File: src/rtl/id_ex_pkg.sv
// Shared widths for the ID/EX pipeline register: default field widths and
// the packed control-bundle width helper.
package id_ex_pkg;

  localparam int unsigned DefDataW  = 32;
  localparam int unsigned DefRegW   = 5;
  localparam int unsigned DefAluOpW = 2;
  localparam int unsigned DefMemW   = 3;
  localparam int unsigned DefWbW    = 2;
  localparam int unsigned DefCntW   = 16;

  // Control bundle is {regDest, aluSrc, aluOp, memControl, wbControl}.
  function automatic int unsigned ctrl_width(input int unsigned aluop_w,
                                             input int unsigned mem_w,
                                             input int unsigned wb_w);
    return 1 + aluop_w + 1 + mem_w + wb_w;
  endfunction

  localparam int unsigned DefCtrlW = ctrl_width(DefAluOpW, DefMemW, DefWbW);

endpackage

File: src/rtl/id_ex_entry.sv
// One payload register of the ID/EX stage: load-enabled, cleared by async reset.
module id_ex_entry #(
  parameter int unsigned WIDTH = 1
) (
  input  logic             clock,
  input  logic             reset,
  input  logic             load,
  input  logic [WIDTH-1:0] d,
  output logic [WIDTH-1:0] q
);

  always_ff @(posedge clock or posedge reset) begin
    if (reset) begin
      q <= '0;
    end else if (load) begin
      q <= d;
    end
  end

endmodule

File: src/rtl/id_ex_stage.sv
// ID/EX pipeline register with a two-entry (main + skid) valid/ready buffer,
// flush, bubble-gated control outputs and a saturating stall counter.
module id_ex_stage
  import id_ex_pkg::*;
#(
  parameter int unsigned DATA_W  = DefDataW,
  parameter int unsigned REG_W   = DefRegW,
  parameter int unsigned ALUOP_W = DefAluOpW,
  parameter int unsigned MEM_W   = DefMemW,
  parameter int unsigned WB_W    = DefWbW,
  parameter int unsigned CNT_W   = DefCntW
) (
  input  logic               clock,
  input  logic               reset,
  input  logic               flush,
  input  logic               inValid,
  output logic               inReady,
  input  logic               regDestIn,
  input  logic               aluSrcIn,
  input  logic [ALUOP_W-1:0] aluOpIn,
  input  logic [MEM_W-1:0]   memControlIn,
  input  logic [WB_W-1:0]    wbControlIn,
  input  logic [DATA_W-1:0]  readData1In,
  input  logic [DATA_W-1:0]  readData2In,
  input  logic [DATA_W-1:0]  signExtendIn,
  input  logic [DATA_W-1:0]  ifIdIn,
  input  logic [REG_W-1:0]   rdIn,
  input  logic [REG_W-1:0]   rtIn,
  input  logic [REG_W-1:0]   rsIn,
  output logic               outValid,
  input  logic               outReady,
  output logic               regDest,
  output logic               aluSrc,
  output logic [ALUOP_W-1:0] aluOp,
  output logic [MEM_W-1:0]   memControl,
  output logic [WB_W-1:0]    wbControl,
  output logic [DATA_W-1:0]  readData1,
  output logic [DATA_W-1:0]  readData2,
  output logic [DATA_W-1:0]  signExtend,
  output logic [DATA_W-1:0]  ifId,
  output logic [REG_W-1:0]   rd,
  output logic [REG_W-1:0]   rt,
  output logic [REG_W-1:0]   rs,
  output logic [CNT_W-1:0]   stallCount
);

  localparam int unsigned CtrlW = ctrl_width(ALUOP_W, MEM_W, WB_W);
  localparam int unsigned PayW  = CtrlW + 4 * DATA_W + 3 * REG_W;
  localparam logic [CNT_W-1:0] CntMax = '1;

  logic            m_valid_q, m_valid_d;
  logic            s_valid_q, s_valid_d;
  logic            m_load, s_load;
  logic            acc, deq;
  logic [PayW-1:0] in_pay, m_src, m_pay, s_pay;
  logic [CtrlW-1:0] m_ctrl;
  logic [CNT_W-1:0] stall_q, stall_d;

  assign in_pay = {regDestIn, aluSrcIn, aluOpIn, memControlIn, wbControlIn,
                   readData1In, readData2In, signExtendIn, ifIdIn, rdIn, rtIn, rsIn};

  assign inReady = !s_valid_q && !flush;
  assign acc     = inValid && inReady;
  assign deq     = m_valid_q && outReady;

  always_comb begin
    m_valid_d = m_valid_q;
    s_valid_d = s_valid_q;
    m_load    = 1'b0;
    s_load    = 1'b0;
    m_src     = s_valid_q ? s_pay : in_pay;
    if (flush) begin
      m_valid_d = 1'b0;
      s_valid_d = 1'b0;
    end else if (!m_valid_q || deq) begin
      // Skid drains first so order is preserved; acc is 0 whenever skid is full.
      m_valid_d = s_valid_q || acc;
      m_load    = s_valid_q || acc;
      s_valid_d = 1'b0;
    end else if (acc) begin
      s_valid_d = 1'b1;
      s_load    = 1'b1;
    end
  end

  always_comb begin
    stall_d = stall_q;
    if (m_valid_q && !outReady && stall_q != CntMax) begin
      stall_d = stall_q + CNT_W'(1);
    end
  end

  always_ff @(posedge clock or posedge reset) begin
    if (reset) begin
      m_valid_q <= 1'b0;
      s_valid_q <= 1'b0;
      stall_q   <= '0;
    end else begin
      m_valid_q <= m_valid_d;
      s_valid_q <= s_valid_d;
      stall_q   <= stall_d;
    end
  end

  id_ex_entry #(
    .WIDTH(PayW)
  ) u_main (
    .clock(clock),
    .reset(reset),
    .load (m_load),
    .d    (m_src),
    .q    (m_pay)
  );

  id_ex_entry #(
    .WIDTH(PayW)
  ) u_skid (
    .clock(clock),
    .reset(reset),
    .load (s_load),
    .d    (in_pay),
    .q    (s_pay)
  );

  assign {m_ctrl, readData1, readData2, signExtend, ifId, rd, rt, rs} = m_pay;

  // Bubbles must never write memory or the register file.
  assign {regDest, aluSrc, aluOp, memControl, wbControl} = m_valid_q ? m_ctrl : '0;

  assign outValid   = m_valid_q;
  assign stallCount = stall_q;

endmodule

File: config.mk
export PLATFORM = sky130hd
export DESIGN_NAME = id_ex_stage
export DESIGN_NICKNAME = d
export VERILOG_FILES = /design/src/rtl/id_ex_pkg.sv /design/src/rtl/id_ex_entry.sv /design/src/rtl/id_ex_stage.sv
export SDC_FILE = /design/constraint.sdc
export NUM_CORES = 1
export LEC_CHECK = 0
export BUFFER_PORTS_ARGS = -buffer_cell sky130_fd_sc_hd__buf_2
export CAP_MARGIN = 20
export CORE_MARGIN = 2
export CORE_UTILIZATION = 40
export CTS_CLUSTER_DIAMETER = 30
export CTS_CLUSTER_SIZE = 16
export DETAILED_ROUTE_END_ITERATION = 10
export PLACE_DENSITY = 0.69
export SLEW_MARGIN = 5
export SYNTH_ARGS = -nofsm -noshare
export SYNTH_HDL_FRONTEND = slang
export SYNTH_SLANG_ARGS = --single-unit
File: constraint.sdc
create_clock -name clock -period 34.9 [get_ports clock]
set_clock_uncertainty 0.15 [all_clocks]
set_input_delay 10.47 -clock clock [delete_from_list [all_inputs] [get_ports clock]]
set_output_delay 10.47 -clock clock [all_outputs]
set_load 0.02 [all_outputs]
# Word-level counts from Yosys, hierarchy flattened
# Cells that the tools add are included.
dict set report op_classes {
  n_addsub 1
  eq_ne 1
  mux 12
  reduce_logical 13
}
# op n
set ops {}
lappend ops {{two-way mux 152 bit} 1}
lappend ops {{adder 16 x 1 -> 16 bit, second input constant} 1}
lappend ops {{inequality test 16 bit, second input constant} 1}
lappend ops {{two-way mux 1 bit} 10}
lappend ops {{two-way mux 9 bit} 1}
lappend ops {{logical AND 1 bit} 5}
lappend ops {{zero test 1 bit} 4}
lappend ops {{nonzero test 3 bit} 1}
lappend ops {{logical OR 1 bit} 2}
lappend ops {{nonzero test 2 bit} 1}
dict set report word_totals {
  regBits 322
  output_inout_bits 170
}

# Longest topological paths before layout
dict set report depth {
  word_depth 6
  ltp_mapped 7
}

# By module
# Synthesis repeated with hierarchy kept, for this count alone.
dict set report hier_totals {
  hier_cells 904
  hier_area_um2 14695.3
}
# module n_inst cells_each area_each_um2 seq_area_each_um2
set by_module_without_submodules {}
lappend by_module_without_submodules {id_ex_entry 2 322 5967.0 3803.6}
lappend by_module_without_submodules {id_ex_stage 1 260 2761.4 450.4}

# Least setup slack after synthesis
# OpenSTA, ideal clock, no wires.
dict set report synth_path {
  path_type {input to output}
  from {in flush}
  to {out inReady}
  t_arrival_ps 10694
  slack_ps 13586
  stages 1
  n_path_buf 0
  cell_sequence {nor2_2}
}
dict set report synth_between {
  elab_chain_cells 2
}
# element line
set synth_rtl {}
lappend synth_rtl {{start: declaration} id_ex_stage.sv:15} ;# input logic flush,
lappend synth_rtl {{zero test 1 bit} id_ex_stage.sv:62} ;# assign inReady = !s_valid_q && !flush;
lappend synth_rtl {{logical AND 1 bit} id_ex_stage.sv:62}
lappend synth_rtl {{end: declaration} id_ex_stage.sv:17} ;# output logic inReady,
# No other way between the ends.

# Worst setup path after layout
# Same ends and word-level chain as after synthesis.

==> impl_results.md <==
- Status: completed
- Mux share of post-synthesis cell area: about 22%
- CP Data Required Time: 24.28 ns
- Core Footprint: around 0.036 mm2
- Sequential Power Share: 35.2%
- RSZ-0062 raised after global routing: no
- Pleak: 8.11 nW
- Max VDD drop: 0.0477 mV
- Worst reg2reg path startpoint: s_valid_q
- Synth Cell Area: 0.0145 mm2
- Worst-path cell chain: buf_2 > nor2_2 > buf_2
- Syn-to-layout area delta: 24.8%
- Initial Util: 40.8%
- Dpl ws: 13.31 ns
- Grt ovf: 0
- Total die area: between 0.03 and 0.04 mm2
- Net Sw Frac: a little over a quarter
- Largest family of logic cells by synthesized area: multiplexers
- Gr usage total: 17.2%
- Yosys Warn Count: 0
- Vias: approximately 9600
- DR vias/cell: 4.90
- Syn_nets: 1374
- Post-synth top area share: a little under three fifths
- Startpoint types: input pin
- Critical path type: input pin to output pin
- Pins Over Slew Limit: 0
- Antenna violations before repair: 11
- Async SR Flop Fraction: 100%
- Die width: 195 um
- Num CTS Buffers: 78
- TNS Setup: 0 ns
- Mapped Cells: 1216
- Routed WL per cell: between 15 and 20 um
- HP Start: stallCount[7]
- P_sw: roughly 0.37 mW
- Non-Filler Instances: 1953
- Critical Path Max Stage Delay: 0.20 ns
- Clock period minus worst slack: 21.60 ns
- Cell mode on critical path: buf_2
- Die height: about 200 um
- Slowest CP cell: buf_2
- Max cap viols: 0
- Synth top cells by count: 322 x dfrtp_1, 160 x nor2_1, 155 x a21oi_1
- Reg area: 0.00806 mm2
- Max FO, Critical Path: 4
- Cell row count: 69
- Setup violators final: 0
- Crit path buffers/inverters: 2
- CTS tree: yes
- CTS resizes: 0
- Synth cell types: 33
- Synth Area in Adders: 0.0861%
- Endpoints failing hold: 0
- Post-synthesis sequential area ratio: between 50% and 60%
- Power Dens Cells: 77.2 mW/mm2
- Max Root-Sink Buffers: 3
- Slew HR: 25.7%
- I/O pin total: 327
- Crit. Startpoint: flush
- First-pass GRT wire length: 52.4 mm
- Compound-Gate Fraction of Synth Area: under 10%
- Register bit total from synthesis: 322
- Fillers: 3138
- Post-Synth Simple-Gate Area: 6.17%
- Count leader, synth: dfrtp_1
- Antenna Nets Post-Route: 0
- Synth top area cells: dfrtp_1 55%, mux2_2 12%, mux2i_1 10%
- Worst Tran Pin Value: 1.11 ns
- Detailed Place HPWL: 20.3 mm
- H-tree Lvls: 3
- Layout cells sized above 1: a little over two fifths
- Final WS setup: 13.30 ns
- Vias in the first global route: 10000
- DRC errors left: 0
- Post-synth top flop: dfrtp_1
- Clock slew at reported path FFs: 0.04 ns
- Sink Count: between 300 and 400
- Clock power frac: 50.9%
- Hold_buf cts: 0
- Critical Path End Type: output pin
- Iter 0 DRT Violations: 374
- Syn Area/Cell: 12.0 um2
- Post-Route WL: 32.5 mm
- Area leader, netlist: dfrtp_1
- Root Driver: clkbuf_16
- DP Cell Count: approximately 1800
- Post-synth EDFFs: 0
- Largest net degree at the start of global routing: between 100 and 150
- Worst skew pair latency: 0.57 ns
- Postcts setup bufs: 0
- CP arrival: around 11 ns
- Fmax: roughly 46 MHz
- Fin nets: approximately 1600
- Gpl congestion: around 0.79
- Power share of the combinational group: about 14%
- Final period util: between 60% and 70%
- Area of the multi-input gates: 0.00509 mm2
- IO Port Bufs: 326
- Drt first pass iters: 4
- P_int: 1.03 mW
- Xor and xnor area share after synthesis: 0.723%
- Hold WC Path Type: flop to flop
- Delay-heaviest family, CP: buffers and inverters
sequential cells by signal, summed over array words and instances (netlist names):
| signal | cells |
|---|---|
| u_main.q | 152 |
| u_skid.q | 152 |
| stallCount | 16 |
| outValid | 1 |
| s_valid_q | 1 |
power by group through the flow:
stage | logic [mW] | clock network, mW | registers, mW
final | 0.195 | 0.713 | 0.494
after detailed placement | 0.196 | 0 | 0.498
after floorplan | 0.171 | 0 | 0.490
after global placement | 0.190 | 0 | 0.493
after CTS | 0.197 | 0.729 | 0.494
after global routing | 0.213 | 0.751 | 0.504
area by class of cell:
type	count	share of cell area, %
Antenna cell	6	0.0827
Inverter	2	0.0827
Tap cell	461	3.18
Sequential cell	322	44.4
Multi-Input combinational cell	681	28.0
Clock inverter	46	2.72
Clock buffer	97	11.9
Timing Repair Buffer	338	9.60
layout by cell type (no fill, tap or decap), types with 11 or more instances in the layout:
cell / Yosys / layout
buf_4: 143 / 11
dfrtp_1: 322 / 321
buf_2: 55 / 326
clkbuf_16: 0 / 80
mux2i_1: 152 / 152
a21oi_1: 155 / 155
clkinvlp_4: 0 / 11
xor2_1: 12 / 12
clkinv_2: 0 / 14
nor2_1: 160 / 160
mux2_2: 153 / 153
stage by stage:
step           hold slack [ns]  utilization (%)  power, mW  cell area [um2]
2_1_floorplan            0.329                -      0.661            14500
3_3_place_gp             0.336             43.3      0.683            15500
3_5_place_dp             0.343             43.3      0.694            15500
4_1_cts                  0.350             50.8       1.42            18100
5_1_grt                  0.358             50.9       1.47            18100
6_report                 0.350             50.9       1.40            18100
routing by layer:
metal | global-route usage, % | share of wire, % | vias up | wire length [um]
met1 | 20.9 | 42 | 4693 | 13500
met3 | 7.57 | 9.4 | 56 | 3070
met4 | 6.38 | 1.9 | 10 | 605
met5 | 0 | 0.18 | - | 60
li1 | - | - | 4496 | -
met2 | 27.1 | 47 | 315 | 15200
path summary, 6_finish.rpt:
| path | cells past startpoint | slack [ns] | end |
|---|---|---|---|
| min in group asynchronous | 2 | 9.90 | u_skid.q[25] |
| hold / removal | 1 | 0.35 | stallCount[7] |
| setup / recovery | 3 | 13.30 | inReady |
| max in group asynchronous | 5 | 22.50 | u_main.q[96] |
| hold reg to reg | 1 | 0.35 | stallCount[7] |
| setup reg to reg | 6 | 31.58 | u_main.q[124] |
cell families after synthesis:
logic type / count (synthesis)
compound gates: 157
xor+xnor: 12
fa+ha+maj: 1
buf+inv: 213
flops: 322
mux: 306
simple gates: 205
No activity file was read; power rests on OpenSTA's default activity.
